===== src/rtl/uart_pkg.sv =====
// Constants and RX FSM encoding shared by the UART receive and transmit stages.
// Keeping the baud constants here means both directions use the same divider.
package uart_pkg;

  localparam int unsigned OVS        = 16;
  localparam int unsigned MID_SAMPLE = 7;

  typedef enum logic [1:0] {
    IDLE,
    START,
    DATA,
    STOP
  } rx_state_e;

  // Clock cycles per oversample tick, truncated.
  function automatic int unsigned ovs_div(input int unsigned clk_hz, input int unsigned baud);
    return clk_hz / (baud * OVS);
  endfunction

endpackage


===== src/rtl/uart_rx_fifo.sv =====
// Small receive FIFO. The caller only pushes when a slot is free or a pop happens
// in the same cycle, so no overflow guard is needed here.
module uart_rx_fifo #(
  parameter int unsigned WIDTH = 8,
  parameter int unsigned DEPTH = 4
) (
  input  logic                    hwclk,
  input  logic                    rst,
  input  logic                    push,
  input  logic [WIDTH-1:0]        din,
  input  logic                    pop,
  output logic [WIDTH-1:0]        dout,
  output logic [$clog2(DEPTH):0]  count
);

  localparam int unsigned PTR_W = $clog2(DEPTH);
  localparam int unsigned CNT_W = PTR_W + 1;

  logic [WIDTH-1:0] mem [DEPTH];
  logic [PTR_W-1:0] rd_ptr;
  logic [PTR_W-1:0] wr_ptr;
  logic             pop_ok;

  assign pop_ok = pop && (count != '0);
  assign dout   = mem[rd_ptr];

  always_ff @(posedge hwclk or posedge rst) begin
    if (rst) begin
      rd_ptr <= '0;
      wr_ptr <= '0;
      count  <= '0;
      for (int unsigned i = 0; i < DEPTH; i++) begin
        mem[i] <= '0;
      end
    end else begin
      if (push) begin
        mem[wr_ptr] <= din;
        wr_ptr      <= wr_ptr + PTR_W'(1);
      end
      if (pop_ok) begin
        rd_ptr <= rd_ptr + PTR_W'(1);
      end
      count <= count + CNT_W'(push) - CNT_W'(pop_ok);
    end
  end

endmodule


===== src/rtl/uart_rx_rts.sv =====
// 8N1 UART receiver with 16x oversampling, a small byte FIFO on a valid/ready port,
// and an rts flow-control output that keeps one slot free for a frame in flight.
module uart_rx_rts
  import uart_pkg::*;
#(
  parameter int unsigned CLK_HZ     = 12000000,
  parameter int unsigned BAUD       = 9600,
  parameter int unsigned FIFO_DEPTH = 4
) (
  input  logic       hwclk,
  input  logic       rst,
  input  logic       RxD_ser,
  output logic [7:0] rx_data,
  output logic       rx_valid,
  input  logic       rx_ready,
  output logic       rts,
  output logic       frame_err,
  output logic       overrun
);

  localparam int unsigned OVS_DIV = ovs_div(CLK_HZ, BAUD);
  localparam int unsigned TICK_W  = (OVS_DIV > 1) ? $clog2(OVS_DIV) : 1;
  localparam int unsigned CNT_W   = $clog2(FIFO_DEPTH) + 1;

  logic              sync_q1;
  logic              sync_q2;
  logic [TICK_W-1:0] tick_cnt;
  logic              tick_c;
  rx_state_e         state;
  rx_state_e         state_next;
  logic [3:0]        s_cnt;
  logic [3:0]        s_next;
  logic [2:0]        b_cnt;
  logic [2:0]        b_next;
  logic [7:0]        shreg;
  logic [7:0]        shreg_next;
  logic              byte_done_c;
  logic              stop_bad_c;
  logic [CNT_W-1:0]  fifo_count;
  logic [CNT_W-1:0]  count_next_c;
  logic              pop_c;
  logic              push_c;
  logic              drop_c;

  // Two-flop synchroniser; idles high so reset does not look like a start bit.
  always_ff @(posedge hwclk or posedge rst) begin
    if (rst) begin
      sync_q1 <= 1'b1;
      sync_q2 <= 1'b1;
    end else begin
      sync_q1 <= RxD_ser;
      sync_q2 <= sync_q1;
    end
  end

  assign tick_c = (tick_cnt == TICK_W'(OVS_DIV - 1));

  always_ff @(posedge hwclk or posedge rst) begin
    if (rst) begin
      tick_cnt <= '0;
    end else begin
      tick_cnt <= tick_c ? '0 : tick_cnt + TICK_W'(1);
    end
  end

  always_ff @(posedge hwclk or posedge rst) begin
    if (rst) begin
      state <= IDLE;
      s_cnt <= '0;
      b_cnt <= '0;
      shreg <= '0;
    end else begin
      state <= state_next;
      s_cnt <= s_next;
      b_cnt <= b_next;
      shreg <= shreg_next;
    end
  end

  // Start-bit check at mid bit, then data and stop sampled every 16 ticks from there.
  always_comb begin
    state_next  = state;
    s_next      = s_cnt;
    b_next      = b_cnt;
    shreg_next  = shreg;
    byte_done_c = 1'b0;
    stop_bad_c  = 1'b0;
    if ((state != IDLE) && tick_c) begin
      s_next = s_cnt + 4'd1;
    end
    unique case (state)
      IDLE: begin
        if (!sync_q2) begin
          s_next     = '0;
          state_next = START;
        end
      end
      START: begin
        if (tick_c && (s_cnt == 4'(MID_SAMPLE))) begin
          if (!sync_q2) begin
            s_next     = '0;
            b_next     = '0;
            state_next = DATA;
          end else begin
            state_next = IDLE;
          end
        end
      end
      DATA: begin
        if (tick_c && (s_cnt == 4'(OVS - 1))) begin
          shreg_next = {sync_q2, shreg[7:1]};
          if (b_cnt == 3'd7) begin
            state_next = STOP;
          end else begin
            b_next = b_cnt + 3'd1;
          end
        end
      end
      STOP: begin
        if (tick_c && (s_cnt == 4'(OVS - 1))) begin
          byte_done_c = sync_q2;
          stop_bad_c  = !sync_q2;
          state_next  = IDLE;
        end
      end
      default: state_next = IDLE;
    endcase
  end

  // A full FIFO still accepts a byte when the consumer pops in the same cycle.
  assign rx_valid     = (fifo_count != '0);
  assign pop_c        = rx_valid && rx_ready;
  assign push_c       = byte_done_c && ((fifo_count < CNT_W'(FIFO_DEPTH)) || pop_c);
  assign drop_c       = byte_done_c && !push_c;
  assign count_next_c = fifo_count + CNT_W'(push_c) - CNT_W'(pop_c);

  always_ff @(posedge hwclk or posedge rst) begin
    if (rst) begin
      frame_err <= 1'b0;
      overrun   <= 1'b0;
      rts       <= 1'b0;
    end else begin
      frame_err <= stop_bad_c;
      overrun   <= drop_c;
      rts       <= (count_next_c < CNT_W'(FIFO_DEPTH - 1));
    end
  end

  uart_rx_fifo #(
    .WIDTH (8),
    .DEPTH (FIFO_DEPTH)
  ) u_fifo (
    .hwclk (hwclk),
    .rst   (rst),
    .push  (push_c),
    .din   (shreg),
    .pop   (pop_c),
    .dout  (rx_data),
    .count (fifo_count)
  );

endmodule


===== config.mk =====
export PLATFORM = sky130hd
export DESIGN_NAME = uart_rx_rts
export DESIGN_NICKNAME = d
export VERILOG_FILES = /design/src/rtl/uart_pkg.sv /design/src/rtl/uart_rx_fifo.sv /design/src/rtl/uart_rx_rts.sv
export SDC_FILE = /design/constraint.sdc
export NUM_CORES = 1
export LEC_CHECK = 0
export ABC_AREA = 1
export BUFFER_PORTS_ARGS = -buffer_cell sky130_fd_sc_hd__buf_2
export CORE_MARGIN = 2
export CORE_UTILIZATION = 30
export CTS_BUF_LIST = sky130_fd_sc_hd__clkbuf_8
export DETAILED_ROUTE_END_ITERATION = 8
export PLACE_DENSITY = 0.46
export SYNTH_ARGS = -nofsm -noshare
export SYNTH_HDL_FRONTEND = slang
export SYNTH_SLANG_ARGS = --single-unit

===== constraint.sdc =====
create_clock -name hwclk -period 4.4 [get_ports hwclk]
set_input_delay 0.44 -clock hwclk [delete_from_list [all_inputs] [get_ports hwclk]]
set_output_delay 0.44 -clock hwclk [all_outputs]
set_load 0.02 [all_outputs]

==> out/metrics.cfg, run 1 <==
[status]
outcome = finished, final reports clean

[cells_and_area]
layout.nets = 419
drive_above_1_share_pct = 11.1
final_cells = 547
fin_area_um2 = 3730
areaGrowthSynthToFinish_pct = 13.1
antenna_cells = 0
postLayoutCoreUtil_pct = 34.5

[drt]
drt_iter0_markers = 150
viasPerCell = 4.64
drc = 0
firstDrtPassIters = 4
vias = 2538
wire_per_inst_um = 13.0
ant_nets = 0
wl_um = 7090

[synthesis]
ys_seq_area_share_pct = 51.7
synthArstFlopShare_pct = 100
yosysWarnings = 0
ys_ff_latch = 68
netlist-cell-type-count = 23
ys.flop_type = dfrtp_1
syn_inst = 390
synth_edf_count = 0
syn_area_per_cell_um2 = 8.45
synth_nets = 407
syn_area_um2 = 3290

[clocking]
cts_tree = built
insertion_delay_ns = 0.34
cts_buffers = 9
h-tree-depth = 3
cts_resized = 0
root_buffer = clkbuf_8
ctsHoldBuffers = 0
path_clk_slew_ns = 0.07
clkSinkCount = 68
clockBufferDepth = 2
postCtsSetupBuffers = 0

[job]
cap_violations = 0

[sta]
fmax_mhz = 356
fin_crit_ns = 2.81
relSlewSlack_pct = 26.4
setup_viol = 0
rsz0062_at_grt = false
fin_skew_ns = 0.0132
slew_violations = 0
hold_viol = 0
period_share_pct = 63.8
tightest_slew_ns = 1.10
setup_tns_ns = 0

[global_route]
gr-total-overflow = 0
grt_max_degree = 52
antenna_found_initial = 0
grtUsageTotal_pct = 13.4
grt_pass1_vias = 2402
grt_pass1_wl_um = 12300

[floorplanning]
initial_core_util_pct = 30.5
io_pins = 16
die_w_um = 109
core_um2 = 10800
dieArea_um2 = 11800
die_y_um = 109
rows = 38

[worst_setup_path]
cp.arrival_ns = 3.04
endpoint_kind = flip-flop
required_ns = 4.63
max_stage_delay_ns = 0.39
worst_path_max_delay_cell = dfrtp_1
start_kind = flip-flop
path_common_cell = ha_1
path_cells = ha_1 -> nand2_1 -> nor2_1 -> nand3_2 -> nor3_4 -> buf_4 -> nand2_1 -> clkinv_1 -> ha_1 -> ha_1 -> inv_1 -> ha_1 -> xnor2_1 -> xor2_1 -> a21oi_1
crit_fanout = 37
critical_path_class = flip-flop to flip-flop

[power]
power_density_nw_per_um2 = 463
vdd_drop_max_uv = 187
leakage_nw = 1.93

[place]
dpl.hpwl_um = 5020
port_buffers = 15
gp_congestion = 0.767
dpl_cell_area_um2 = 3480
dp_cells = 531

[worst_hold_path]
hold_class = input port to flip-flop

kinds of logic (layout without fill, tap and decap cells):
| family | count (synthesis) | count (layout) | synth area share, % |
|---|---|---|---|
| AOI/OAI and AO/OA | 44 | 44 | 6.99 |
| xor gates and xnor gates | 5 | 5 | 1.33 |
| adders and majority gates | 13 | 13 | 4.94 |
| buffers and inverters | 50 | 67 | 6.38 |
| DFF | 68 | 68 | 51.7 |
| and+or+nand+nor | 210 | 210 | 28.6 |
where the power goes:
part	internal, mW	switching [mW]	total, mW
logic	0.119	0.269	0.389
clock network	0.392	0.245	0.637
registers	0.655	0.0451	0.700
total	1.17	0.559	1.73
placed cells by master, fill, tap and decap left out, types with 4 or more instances in the layout:
cell type and n:
a21oi_1 7, buf_2 15, dfrtp_1 66, o21ai_0 29, nand3_2 5, nor2_1 33, o22ai_1 8, nand4_1 33
clkbuf_8 10, xor2_1 4, inv_1 30, nand3_1 15, nand2_1 118, ha_1 13
worst paths after layout:
kind,from,slack [ns],end,depth (start not counted)
worst max-delay path,s_cnt[0],1.59,rts,15
worst min-delay path,RxD_ser,0.20,sync_q1,1
worst max register to register,s_cnt[0],1.59,rts,15
worst min register to register,sync_q1,0.36,sync_q2,0
max in group asynchronous,rst,3.21,shreg[2],3
min in group asynchronous,rst,0.35,u_fifo.rd_ptr[0],2
final cells by class:
type / instances / area, um2
fillers: 1118 / 7070
flip-flops and latches: 68 / 1700
multi-input cells: 272 / 1380
well taps: 140 / 175
clock buffers: 10 / 138
inverters: 34 / 128
clock inverters: 6 / 111
repair buffers: 17 / 90.1
cell usage after synthesis (4+ instances only):
cell      count  share of area (%)
a21oi_1       7                1.1
clkbuf_1     12                1.4
dfrtp_1      66                 50
ha_1         13                4.9
inv_1        31                3.5
nand2_1     118                 13
nand3_1      15                2.3
nand3_2       5                1.5
nand4_1      33                6.3
nor2_1       33                3.8
o21ai_0      29                4.4
o22ai_1       8                1.5
xor2_1        4                1.1
per-stage QoR:
stage               setup WS, ns  power (mW)  hold slack (ns)
global route                1.28        1.83            0.173
floorplan                   1.89       0.987            0.345
finish                      1.59        1.73            0.201
detailed placement          1.59        1.11            0.349
global placement            1.68        1.10            0.347
CTS                         1.57        1.75            0.173
routing by layer:
layer	vias up	global-route usage [%]	part of all wire [%]
met5	-	0	0
li1	1315	-	-
met2	44	20.6	45
met3	4	4.06	4.3
met4	0	3.75	0.75
met1	1175	18.4	50
flip-flops by register name, indices dropped and copies added (netlist names), named ones only:
signal	cells
frame_err	1
u_fifo.count	3
u_fifo.rd_ptr	2
u_fifo.mem	32
tick_cnt	7
sync_q2	1
sync_q1	1
b_cnt	3
overrun	1
s_cnt	4
state	1
shreg	8
rts	1
u_fifo.wr_ptr	2
worst max-delay path: cells and delay by family, from the launching register on:
kind | cells | cell delay [ns]
simple gates | 5 | 0.66
fa+ha+maj | 4 | 0.72
flops | 1 | 0.39
buf+inv | 3 | 0.53
xor+xnor | 2 | 0.32
compound gates | 1 | 0.06
(Power assumes the default switching activity.)
==> run 2, diff against run 1 <==
==> constraint.sdc (replaced) <==
create_clock -name hwclk -period 2.9 [get_ports hwclk]
set_input_delay 0.29 -clock hwclk [delete_from_list [all_inputs] [get_ports hwclk]]
set_output_delay 0.29 -clock hwclk [all_outputs]
set_load 0.02 [all_outputs]
==> run 2 against run 1 <==
  * Non-clock buffer count grew 3
  * Largest power group unchanged
  * Critical path depth shrank 1
  * Count of clock-buffer cells in the layout shrank 1
  * Highest routed layer unchanged
  * Sequential power is 47% higher
  * Utilization is 0.081 points lower
==> out/metrics.cfg, run 2 (same netlist as run 1, synthesis figures left out) <==
[status]
outcome = finished, final reports clean  ; unchanged

[clocking]
postCtsSetupBuffers = 0  ; unchanged
clockBufferDepth = 2  ; unchanged
root_buffer = clkbuf_8  ; unchanged
insertion_delay_ns = 0.34  ; about the same
cts_tree = built  ; unchanged
cts_buffers = 9  ; unchanged
ctsHoldBuffers = 0  ; unchanged
path_clk_slew_ns = 0.07  ; about the same
clkSinkCount = 68  ; unchanged
cts_resized = 0  ; unchanged
h-tree-depth = 3  ; unchanged

[worst_setup_path]
endpoint_kind = flip-flop  ; unchanged
path_common_cell = ha_1  ; unchanged
max_stage_delay_ns = 0.40  ; was 0.39 ns
rr_worst_depth = 14  ; was 15
r2r-start = s_cnt[0]  ; unchanged
r2r_setup_slack_ns = 0.48  ; was 1.59 ns
cp.arrival_ns = 2.65  ; was 3.04 ns
worst-path-stages = 14  ; was 15
worstPathBufferInverterCount = 2  ; was 3
startpoint = s_cnt[0]  ; unchanged
worst_path_max_delay_cell = dfrtp_1  ; unchanged
cp-endpoint = rts  ; unchanged
start_kind = flip-flop  ; unchanged
cp_top_family = adder cells  ; unchanged
r2r-end = rts  ; unchanged
critical_path_class = flip-flop to flip-flop  ; unchanged
required_ns = 3.12  ; was 4.63 ns
path_cells = ha_1 -> nand2_1 -> nor2_1 -> nand3_2 -> nor3_4 -> nand2_1 -> clkinv_1 -> ha_1 -> ha_1 -> inv_1 -> ha_1 -> xnor2_1 -> xor2_1 -> a21oi_1  ; was ha_1 -> nand2_1 -> nor2_1 -> nand3_2 -> nor3_4 -> buf_4 -> nand2_1 -> clkinv_1 -> ha_1 -> ha_1 -> inv_1 -> ha_1 -> xnor2_1 -> xor2_1 -> a21oi_1
crit_fanout = 7  ; was 37

[power]
vdd_drop_max_uv = 382  ; was 187 uV
seqPwrFrac_pct = 41.4  ; was 40.6%
pwr-share-comb_pct = 25.8  ; was 22.5%
p_clk_share_pct = 32.9  ; was 36.9%
p_switching_mw = 0.833  ; was 0.559 mW
power_density_nw_per_um2 = 672  ; was 463 nW/um2
switching_share_pct = 33.3  ; was 32.4%
p_int_mw = 1.67  ; was 1.17 mW
leakage_nw = 1.93  ; about the same

[floorplanning]
die_y_um = 109  ; unchanged
initial_core_util_pct = 30.5  ; unchanged
core_um2 = 10800  ; unchanged
die_w_um = 109  ; unchanged
io_pins = 16  ; unchanged
rows = 38  ; unchanged
dieArea_um2 = 11800  ; unchanged

[cells_and_area]
top_regs = u_fifo.mem (32), shreg (8), tick_cnt (7)  ; unchanged
fill_cells = 1124  ; was 1,118
antenna_cells = 0  ; unchanged
largest-register = u_fifo.mem  ; unchanged
largest_reg_flops = 32  ; unchanged
areaGrowthSynthToFinish_pct = 12.8  ; was 13.1%
layout.nets = 422  ; was 419
layout_commonest_cell = nand2_1  ; unchanged
final_cells = 549  ; was 547
fin_area_um2 = 3720  ; was 3730 um2
layout_common_cells = 118 x nand2_1, 66 x dfrtp_1, 33 x nor2_1, 33 x nand4_1, 31 x inv_1  ; was 118 x nand2_1, 66 x dfrtp_1, 33 x nor2_1, 33 x nand4_1, 30 x inv_1
drive_above_1_share_pct = 11.2  ; was 11.1%

[drt]
viasPerCell = 4.71  ; was 4.64
drc = 0  ; unchanged
ant_nets = 0  ; unchanged
wire_per_inst_um = 13.0  ; about the same
wl_um = 7150  ; was 7090 um
firstDrtPassIters = 4  ; unchanged
drt_iter0_markers = 112  ; was 150
vias = 2584  ; was 2,538

[place]
port_buffers = 15  ; unchanged
dpl.hpwl_um = 4890  ; was 5020 um
dpl_cell_area_um2 = 3510  ; was 3480 um2
dp_cells = 534  ; was 531
gp_congestion = 0.779  ; was 0.767

[sta]
fin_skew_ns = 0.0143  ; was 0.0132 ns
period_share_pct = 83.6  ; was 63.8%
hold_viol = 0  ; unchanged
tightest_slew_ns = 0.740  ; was 1.10 ns
slew_violations = 0  ; unchanged
rsz0062_at_grt = false  ; unchanged
setup_viol = 0  ; unchanged
fin_crit_ns = 2.42  ; was 2.81 ns
fmax_mhz = 413  ; was 356 MHz
relSlewSlack_pct = 50.6  ; was 26.4%
setup_tns_ns = 0  ; unchanged

[global_route]
grt_max_degree = 38  ; was 52
grt_pass1_wl_um = 12600  ; was 12,300 um
gr-total-overflow = 0  ; unchanged
grtUsageTotal_pct = 13.6  ; was 13.4%
antenna_found_initial = 0  ; unchanged
grt_pass1_vias = 2517  ; was 2,402

[worst_hold_path]
hold_class = input port to flip-flop  ; unchanged

[job]
cap_violations = 0  ; unchanged

run 2: cell type report:
type | instances | area [um2] | area share (%)
inverters | 34 | 128 | 3.43
clock buffers | 9 | 124 | 3.33
repair buffers | 20 | 125 | 3.37
multi-input cells | 272 | 1380 | 37.1
well taps | 140 | 175 | 4.71
clock inverters | 6 | 81.3 | 2.19
flip-flops and latches | 68 | 1700 | 45.8
run 2: layer usage:
| layer | part of all wire (%) | track usage (%) |
|---|---|---|
| met1 | 50 | 18.6 |
| met2 | 45 | 20.7 |
| met3 | 3.5 | 3.89 |
| met4 | 1.2 | 4.58 |
| met5 | 0 | 0 |
run 2: worst min-delay path by stage:
stage                        from  endpoint  slack, ns  depth (start not counted)
after global routing      RxD_ser   sync_q1       0.03                          1
after global placement    sync_q1   sync_q2       0.35                          0
after CTS                 RxD_ser   sync_q1       0.04                          1
after detailed placement  sync_q1   sync_q2       0.35                          0
after floorplan           RxD_ser   sync_q1       0.29                          0
final                     RxD_ser   sync_q1       0.06                          1
run 2: through the flow:
stage | hold WS, ns | utilization (%) | setup WS (ns) | power, mW
global route | 0.0303 | 34.4 | 0.202 | 2.67
CTS | 0.0360 | 34.4 | 0.458 | 2.55
floorplan | 0.294 | - | 0.393 | 1.50
detailed placement | 0.348 | 32.5 | 0.470 | 1.71
finish | 0.0550 | 34.4 | 0.476 | 2.50
global placement | 0.347 | 32.5 | 0.527 | 1.72
run 2: power groups by stage:
stage	logic [mW]	registers, mW	clock network, mW
after floorplan	0.462	1.03	0
final	0.643	1.03	0.821
after detailed placement	0.655	1.05	0
after CTS	0.657	1.03	0.857
after global routing	0.731	1.04	0.899
after global placement	0.664	1.05	0
==> run 3, diff against run 2 <==
==> constraint.sdc (replaced) <==
create_clock -name hwclk -period 2.3 [get_ports hwclk]
set_input_delay 0.23 -clock hwclk [delete_from_list [all_inputs] [get_ports hwclk]]
set_output_delay 0.23 -clock hwclk [all_outputs]
set_load 0.02 [all_outputs]
==> run 3 against run 2 <==
  * Worst hold slack better by 0.22 ns
  * Sequential share of layout area is 1.9 points lower
  * Combinational power is 38% higher
  * Clock skew is 0.00083 ns lower
==> out/metrics.cfg, run 3 (same netlist as run 1, synthesis figures left out) <==
[drt]
drc = 0  ; unchanged
firstDrtPassIters = 6  ; was 4
viasPerCell = 4.69  ; was 4.71
wire_per_inst_um = 13.3  ; was 13.0 um
vias = 2618  ; was 2,584
wl_um = 7410  ; was 7150 um
drt_iter0_markers = 120  ; was 112
ant_nets = 0  ; unchanged

[power]
leakage_nw = 1.97  ; was 1.93 nW
vdd_drop_max_uv = 330  ; was 382 uV
power_density_nw_per_um2 = 848  ; was 672 nW/um2

[floorplanning]
io_pins = 16  ; unchanged
rows = 38  ; unchanged
die_w_um = 109  ; unchanged
core_um2 = 10800  ; unchanged
initial_core_util_pct = 30.5  ; unchanged
die_y_um = 109  ; unchanged
dieArea_um2 = 11800  ; unchanged

[clocking]
insertion_delay_ns = 0.34  ; about the same
cts_buffers = 9  ; unchanged
path_clk_slew_ns = 0.08  ; was 0.07 ns
cts_tree = built  ; unchanged
h-tree-depth = 3  ; unchanged
root_buffer = clkbuf_8  ; unchanged
clockBufferDepth = 2  ; unchanged
clkSinkCount = 68  ; unchanged

[place]
dpl.hpwl_um = 4930  ; was 4890 um
dpl_cell_area_um2 = 3600  ; was 3510 um2
port_buffers = 15  ; unchanged
gp_congestion = 0.774  ; was 0.779

[cells_and_area]
layout.nets = 430  ; was 422
multi_input_area_um2 = 1460  ; was 1380 um2
top_regs = u_fifo.mem (32), shreg (8), tick_cnt (7)  ; unchanged
fin_area_um2 = 3880  ; was 3720 um2
drive_above_1_share_pct = 16.0  ; was 11.2%
layout_commonest_cell = nand2_1  ; unchanged
regArea_um2 = 1700  ; unchanged
fill_cells = 1111  ; was 1,124
layout_common_cells = 115 x nand2_1, 66 x dfrtp_1, 33 x nand4_1, 32 x nor2_1, 29 x o21ai_0  ; was 118 x nand2_1, 66 x dfrtp_1, 33 x nor2_1, 33 x nand4_1, 31 x inv_1
areaGrowthSynthToFinish_pct = 17.7  ; was 12.8%
largest-register = u_fifo.mem  ; unchanged
antenna_cells = 0  ; unchanged
largest_reg_flops = 32  ; unchanged

[global_route]
grtUsageTotal_pct = 14.0  ; was 13.6%
antenna_found_initial = 0  ; unchanged
grt_pass1_vias = 2546  ; was 2,517
grt_pass1_wl_um = 12600  ; about the same
grt_max_degree = 69  ; was 38
gr-total-overflow = 0  ; unchanged

[sta]
setup_tns_ns = 0  ; unchanged
period_share_pct = 99.2  ; was 83.6%
relSlewSlack_pct = 64.6  ; was 50.6%
tightest_slew_ns = 0.530  ; was 0.740 ns
rsz0062_at_grt = true  ; was false
hold_viol = 0  ; unchanged
fin_crit_ns = 2.28  ; was 2.42 ns
fin_skew_ns = 0.0135  ; was 0.0143 ns
fmax_mhz = 438  ; was 413 MHz
setup_viol = 0  ; unchanged
slew_violations = 0  ; unchanged

[worst_hold_path]
min-delay-start = rx_ready  ; was RxD_ser
hold_class = input port to flip-flop  ; unchanged
min_to = u_fifo.rd_ptr[0]  ; was sync_q1
min_path_cells = 4  ; was 1

[worst_setup_path]
rr_worst_depth = 15  ; was 14
path_cells = inv_1 -> ha_1 -> nand2_2 -> nor2_4 -> nand3_2 -> nor3_4 -> nand2_2 -> inv_4 -> ha_4 -> ha_4 -> inv_2 -> ha_4 -> xnor2_2 -> xor2_1 -> a21oi_1  ; was ha_1 -> nand2_1 -> nor2_1 -> nand3_2 -> nor3_4 -> nand2_1 -> clkinv_1 -> ha_1 -> ha_1 -> inv_1 -> ha_1 -> xnor2_1 -> xor2_1 -> a21oi_1
required_ns = 2.52  ; was 3.12 ns
r2r_setup_slack_ns = 0.02  ; was 0.48 ns
crit_fanout = 3  ; was 7
critical_path_class = flip-flop to flip-flop  ; unchanged
r2r-start = tick_cnt[1]  ; was s_cnt[0]
r2r-end = rts  ; unchanged
start_kind = flip-flop  ; unchanged
endpoint_kind = flip-flop  ; unchanged
cp.arrival_ns = 2.50  ; was 2.65 ns
path_common_cell = ha_4  ; was ha_1
max_stage_delay_ns = 0.39  ; was 0.40 ns
worst_path_max_delay_cell = dfrtp_1  ; unchanged

[status]
outcome = finished, final reports clean  ; unchanged

[job]
cap_violations = 0  ; unchanged

## run 3: final cells by class
type,count,area share (%)
clock buffer,9,3.20
clock inverter,7,2.52
inverter,34,3.36
multi-input combinational,272,37.5
sequential,68,44.0
tap,140,4.52
timing repair buffer,28,4.91
## run 3: worst max path at each step
stage | from | end | slack, ns | cells past startpoint
after floorplan | tick_cnt[1] | rts | -0.12 | 15
after global placement | s_cnt[0] | rts | 0.13 | 14
after detailed placement | s_cnt[0] | rts | 0.06 | 14
after CTS | s_cnt[0] | rts | 0.03 | 14
after global routing | tick_cnt[1] | rts | -0.13 | 15
final | tick_cnt[1] | rts | 0.02 | 15
## run 3: power by group
| part | switching [mW] | internal, mW | total (mW) |
|---|---|---|---|
| Clock | 0.481 | 0.616 | 1.10 |
| Sequential | 0.0477 | 1.25 | 1.30 |
| Combinational | 0.597 | 0.290 | 0.886 |
## run 3: through the flow
| stage | hold WS [ns] | setup slack [ns] | std cells | power, mW | utilization, % |
|---|---|---|---|---|---|
| final | 0.278 | 0.0180 | 558 | 3.29 | 35.9 |
| after global routing | 0.307 | -0.131 | 558 | 3.50 | 35.9 |
| after CTS | 0.271 | 0.0332 | 556 | 3.34 | 35.6 |
| after detailed placement | 0.341 | 0.0649 | 538 | 2.23 | 33.4 |
| after global placement | 0.339 | 0.132 | 538 | 2.24 | 33.4 |
| after floorplan | 0.234 | -0.116 | 390 | 1.94 | - |
## run 3: metal layers
metal | routed length (um) | vias to the layer above | track usage (%)
li1 | - | 1337 | -
met1 | 3780 | 1226 | 18.9
met2 | 3330 | 51 | 22.1
met3 | 265 | 4 | 3.83
met4 | 46 | 0 | 3.75
met5 | 0 | - | 0
## run 3: timing repair
action | 4_1_cts | 5_1_grt
resized for setup | 0 | 6
endpoints found under the hold margin | 67 | 0
hold buffers | 2 | 0
endpoints found under the setup margin | 0 | 10
setup buffers | 0 | 2
## run 3: critical path: cells and delay by family, from the launching register on
family	cells	cell delay, ns
AO/OA/AOI/OAI	1	0.06
AND/OR/NAND/NOR	5	0.62
flip-flops	1	0.39
XOR/XNOR	2	0.29
adder cells (fa/ha/maj)	4	0.58
buffers and inverters	3	0.20
